`src/rtl/pht_pkg.sv`:
```
// rtl/pht_pkg.sv - shared types and counter helpers for the PHT branch predictor
// Contents:
//   state_t    : controller states INIT (table fill) and RUN (normal service)
//   ctr_next   : one saturating step of a counter of width ctr_w (2..4)
//   wnt_value  : weakly-not-taken reset value 2^(ctr_w-1)-1
// Optional feature macro used by the design: PHT_PREDICTOR_GSHARE_EN
package pht_pkg;

  typedef enum logic {INIT, RUN} state_t;

  // Counters are carried at the widest legal width and truncated by the caller.
  localparam int CTR_MAX_W = 4;

  function automatic logic [CTR_MAX_W-1:0] ctr_next(
    input logic [CTR_MAX_W-1:0] ctr,
    input logic                 taken,
    input int                   ctr_w
  );
    logic [CTR_MAX_W-1:0] top;
    top = CTR_MAX_W'((1 << ctr_w) - 1);
    if (taken) begin
      return (ctr == top) ? ctr : ctr + CTR_MAX_W'(1);
    end
    return (ctr == '0) ? ctr : ctr - CTR_MAX_W'(1);
  endfunction

  function automatic logic [CTR_MAX_W-1:0] wnt_value(input int ctr_w);
    return CTR_MAX_W'((1 << (ctr_w - 1)) - 1);
  endfunction

endpackage

```
`src/rtl/pht_sat_ctr_table.sv`:
```
// rtl/pht_sat_ctr_table.sv - array of saturating counters with init, update and read ports
// Ports:
//   clk        : clock, rising edge
//   init_en    : write the weakly-not-taken value to init_idx (has priority)
//   init_idx   : entry being initialised
//   upd_en     : apply one saturating step to upd_idx
//   upd_idx    : entry being updated
//   upd_taken  : step direction (1 = increment, 0 = decrement)
//   rd_idx     : combinational read index
//   rd_ctr     : counter at rd_idx, post-update value when upd_idx matches
// The storage has no reset; the owning controller fills it after every reset.
module pht_sat_ctr_table
  import pht_pkg::*;
#(
  parameter int IDX_W = 6,
  parameter int CTR_W = 2
) (
  input  logic             clk,
  input  logic             init_en,
  input  logic [IDX_W-1:0] init_idx,
  input  logic             upd_en,
  input  logic [IDX_W-1:0] upd_idx,
  input  logic             upd_taken,
  input  logic [IDX_W-1:0] rd_idx,
  output logic [CTR_W-1:0] rd_ctr
);

  localparam int DEPTH = 1 << IDX_W;

  logic [CTR_W-1:0] mem [DEPTH];
  logic [CTR_W-1:0] upd_next;

  always_comb begin
    upd_next = CTR_W'(ctr_next(CTR_MAX_W'(mem[upd_idx]), upd_taken, CTR_W));
  end

  always_ff @(posedge clk) begin
    if (init_en) begin
      mem[init_idx] <= CTR_W'(wnt_value(CTR_W));
    end else if (upd_en) begin
      mem[upd_idx] <= upd_next;
    end
  end

  // Write-first forwarding: a read that collides with this cycle's update
  // sees the value the update is about to store.
  always_comb begin
    rd_ctr = mem[rd_idx];
    if (upd_en && (upd_idx == rd_idx)) begin
      rd_ctr = upd_next;
    end
  end

endmodule

```
`src/rtl/pht_predictor.sv`:
```
// rtl/pht_predictor.sv - table-of-counters branch direction predictor (bimodal or gshare)
// Optional feature macro: PHT_PREDICTOR_GSHARE_EN (global history XORed into the index)
// Ports:
//   clk, rst    : clock (rising edge) and asynchronous active-high reset
//   ready       : high once every table entry has been initialised
//   req_valid   : lookup request, req_pc : PC of the branch looked up
//   pred_valid  : one cycle after an accepted request
//   pred_taken  : MSB of the selected counter
//   pred_idx    : index used for the lookup, returned later on upd_idx
//   upd_valid   : resolved-outcome write-back, upd_idx / upd_taken : entry and outcome
module pht_predictor
  import pht_pkg::*;
#(
  parameter int PC_W   = 32,
  parameter int PC_LSB = 2,
  parameter int IDX_W  = 6,
  parameter int CTR_W  = 2,
  parameter int HIST_W = 6
) (
  input  logic             clk,
  input  logic             rst,
  output logic             ready,
  input  logic             req_valid,
  input  logic [PC_W-1:0]  req_pc,
  output logic             pred_valid,
  output logic             pred_taken,
  output logic [IDX_W-1:0] pred_idx,
  input  logic             upd_valid,
  input  logic [IDX_W-1:0] upd_idx,
  input  logic             upd_taken
);

  state_t           state;
  state_t           state_nx;
  logic [IDX_W-1:0] init_ptr;
  logic             init_en;
  logic             req_ok;
  logic             upd_ok;
  logic [IDX_W-1:0] pc_slice;
  logic [IDX_W-1:0] idx;
  logic [CTR_W-1:0] rd_ctr;
  logic             unused_pc;

  assign unused_pc = ^req_pc;
  assign pc_slice  = req_pc[PC_LSB+IDX_W-1:PC_LSB];

  always_ff @(posedge clk or posedge rst) begin
    if (rst) begin
      state    <= INIT;
      init_ptr <= '0;
    end else begin
      state <= state_nx;
      if (state == INIT) begin
        init_ptr <= init_ptr + IDX_W'(1);
      end
    end
  end

  always_comb begin
    state_nx = state;
    ready    = 1'b0;
    init_en  = 1'b0;
    req_ok   = 1'b0;
    upd_ok   = 1'b0;
    case (state)
      INIT: begin
        init_en = 1'b1;
        // Leave INIT on the cycle the last entry is written.
        if (init_ptr == '1) begin
          state_nx = RUN;
        end
      end
      RUN: begin
        ready  = 1'b1;
        req_ok = req_valid;
        upd_ok = upd_valid;
      end
      default: state_nx = INIT;
    endcase
  end

`ifdef PHT_PREDICTOR_GSHARE_EN
  logic [HIST_W-1:0] hist;

  always_ff @(posedge clk or posedge rst) begin
    if (rst) begin
      hist <= '0;
    end else if (upd_ok) begin
      hist <= HIST_W'({hist, upd_taken});
    end
  end

  // The lookup uses the history before any same-cycle shift.
  assign idx = pc_slice ^ IDX_W'(hist);
`else
  assign idx = pc_slice;
`endif

  pht_sat_ctr_table #(
    .IDX_W (IDX_W),
    .CTR_W (CTR_W)
  ) u_table (
    .clk       (clk),
    .init_en   (init_en),
    .init_idx  (init_ptr),
    .upd_en    (upd_ok),
    .upd_idx   (upd_idx),
    .upd_taken (upd_taken),
    .rd_idx    (idx),
    .rd_ctr    (rd_ctr)
  );

  always_ff @(posedge clk or posedge rst) begin
    if (rst) begin
      pred_valid <= 1'b0;
      pred_taken <= 1'b0;
      pred_idx   <= '0;
    end else if (req_ok) begin
      pred_valid <= 1'b1;
      pred_taken <= rd_ctr[CTR_W-1];
      pred_idx   <= idx;
    end else begin
      pred_valid <= 1'b0;
    end
  end

endmodule

```
`config.mk`:
```
export PLATFORM = sky130hd
export DESIGN_NAME = pht_predictor
export DESIGN_NICKNAME = d
export VERILOG_FILES = /design/src/rtl/pht_pkg.sv /design/src/rtl/pht_sat_ctr_table.sv /design/src/rtl/pht_predictor.sv
export SDC_FILE = /design/constraint.sdc
export NUM_CORES = 1
export LEC_CHECK = 0
export CORE_MARGIN = 2
export CORE_UTILIZATION = 46
export DETAILED_ROUTE_END_ITERATION = 6
export PLACE_DENSITY_LB_ADDON = 0.3
export SYNTH_ARGS = -nofsm -noshare
export SYNTH_HDL_FRONTEND = slang
export SYNTH_HIERARCHICAL = 1
export SYNTH_SLANG_ARGS = --single-unit
```
`constraint.sdc`:
```
create_clock -name clk -period 9.95 [get_ports clk]
set_input_delay 2.985 -clock clk [delete_from_list [all_inputs] [get_ports clk]]
set_output_delay 2.985 -clock clk [all_outputs]
set_load 0.01 [all_outputs]
```
==> metrics <==
GR Overflow Total 0; Worst Hold Class reg -> reg; vias in the first global route slightly above 4k; fill cell count 1188; TNS Setup 0 ns; first-pass GRT wire length between 20000 and 25000 µm; Worst R2R Setup Slack 6.55 ns; hold_buf cts 0; Antenna Diode Count 0; max-cap violation count 0; Post-Syn Nets 491; CP Class in -> reg; cells on worst reg2reg path 6; share of cells above drive strength 1 0.197; VDD IR-drop max between 0.0001 and 0.00015 V; Reg2Reg Launch Point u_table/mem[28][1]; Critical Path Sink u_table/mem[50][0]; Startpoint Class input port; CP required just under 10 ns; Final nets 510; WP data arrival 6.57 ns; CP Capture Type flop; DR DRC count 0; Syn Inst Count 447; Vias 4079; Yosys Warn Count 6; post-CTS setup buffer count 0; initial core utilization 0.472; PD cells 166 nW/µm²; core area 14500 µm²; row cnt 44; Sw Ratio 0.193; CTS tree done; Worst-Skew Late Latency 0.42 ns; 1st-iter DRT viols 424; CTS sink count 143; most common cell after layout, fill and taps aside edfxtp_1; Final Skew 0.00546 ns; WL/cell 23.2 µm; largest net degree at the start of global routing 65; Routed WL 15400 µm; Die H 126 µm; post-DP HPWL 9920 µm; Max clock buf depth 2; commonest cells after routing, fill and taps aside 128 x edfxtp_1, 71 x nor2_1, 43 x mux4_2, 30 x nand2_1, 24 x clkdlybuf4s50_1; Final ANT Viol Nets 0; DIE AREA 15900 µm²; Root Buffer Master clkbuf_16; crit path from upd_idx[0]; Clock power frac 0.452; Fin. Hold Viols 0; Vias per Instance just over 6; Syn Std Cell Area roughly 6900 µm²; Seq pwr share 0.506; number of iterations in the first detailed-routing pass 5; max-slew violation count 0; synthesized area per cell 15.4 µm²; CTS Buf Count 17; Area Overhead vs Synth 12.1%; Max-slew headroom 0.228; Final setup viols 0; switching power 0.246 mW; FF/Latch Area 4220 µm²; I/O Buffers 25; Leak 2.14 nW; max frequency 0.148 GHz; minimum clock period after layout 6.77 ns; PostCTS Resize Cnt 0; Critical R2R Capture u_table/mem[50][0]; Placer Congestion 0.865; Comb pwr share 0.042; Worst-path clk slew approximately 0.05 ns; CTS H-tree lvls 4; Tot Pwr 1.27 mW; All-Layer GR Usage 0.203; internal power 1.03 mW; initial antenna violation count 0; Multi-input gate area 2400 µm²; fin crit share 0.681; I/O pin count 52; transition at the pin with the smallest max-transition slack 1.16 ns; RSZ-0062 raised after global routing false; CP max FO 64; status complete, no violations; DIE WIDTH approximately 130 µm
## worst max-delay path, cell delays in order
cell and delay [ns]:
clkdlybuf4s50_1 1.02, buf_4 0.38, mux4_2 0.52, mux2i_1 0.12
mux2_2 0.18, o22ai_1 0.11, o31ai_1 0.29, nand3_2 0.91
## area by class of cell
class,instances,area share
clock buffers,20,0.0567
multi-input cells,268,0.312
well taps,184,0.0299
inverters,5,0.00244
repair buffers,31,0.0377
flip-flops and latches,143,0.548
clock inverters,10,0.0127
## per-stage QoR
| stage | hold slack [ns] | std cells | utilization | cell area (µm²) | setup slack [ns] |
|---|---|---|---|---|---|
| global route | 0.524 | 661 | 0.530 | 7700 | 2.78 |
| global placement | 0.488 | 631 | 0.493 | 7160 | 2.81 |
| finish | 0.500 | 661 | 0.530 | 7700 | 3.18 |
| CTS | 0.504 | 661 | 0.530 | 7700 | 3.15 |
| floorplan | 0.505 | 447 | - | 6870 | 3.25 |
| detailed placement | 0.492 | 631 | 0.493 | 7160 | 2.70 |
## worst min path at each step
stage / from / endpoint / slack [ns] / cells past startpoint
after floorplan: init_ptr[4] / init_ptr[4] / 0.50 / 1
after global placement: pred_idx[4] / pred_idx[4] / 0.49 / 1
after detailed placement: pred_idx[2] / pred_idx[2] / 0.49 / 1
after CTS: pred_idx[2] / pred_idx[2] / 0.50 / 1
after global routing: pred_idx[2] / pred_idx[2] / 0.52 / 1
final: pred_idx[2] / pred_idx[2] / 0.50 / 1
## per-layer routing
metal	wire length, µm	GRT usage	vias to the layer above	share of wire
li1	-	-	1783	-
met1	6580	0.276	2089	0.43
met2	7240	0.309	177	0.47
met3	1110	0.0565	30	0.072
met4	429	0.0905	0	0.028
met5	0	0	-	0
## power by group through the flow
stage / registers (mW) / logic, mW / clock network [mW]
6_report: 0.646 / 0.0533 / 0.576
5_1_grt: 0.645 / 0.0577 / 0.612
4_1_cts: 0.645 / 0.0536 / 0.586
3_5_place_dp: 0.657 / 0.0534 / 0
3_3_place_gp: 0.657 / 0.0526 / 0
2_1_floorplan: 0.657 / 0.0414 / 0
## sequential cells by signal, summed over array words and instances, names as in the netlist
signal / cells
pred_valid: 1
pred_idx: 6
pred_taken: 1
state: 1
u_table/mem: 128
init_ptr: 6
No activity file was read; power rests on OpenSTA's default activity.
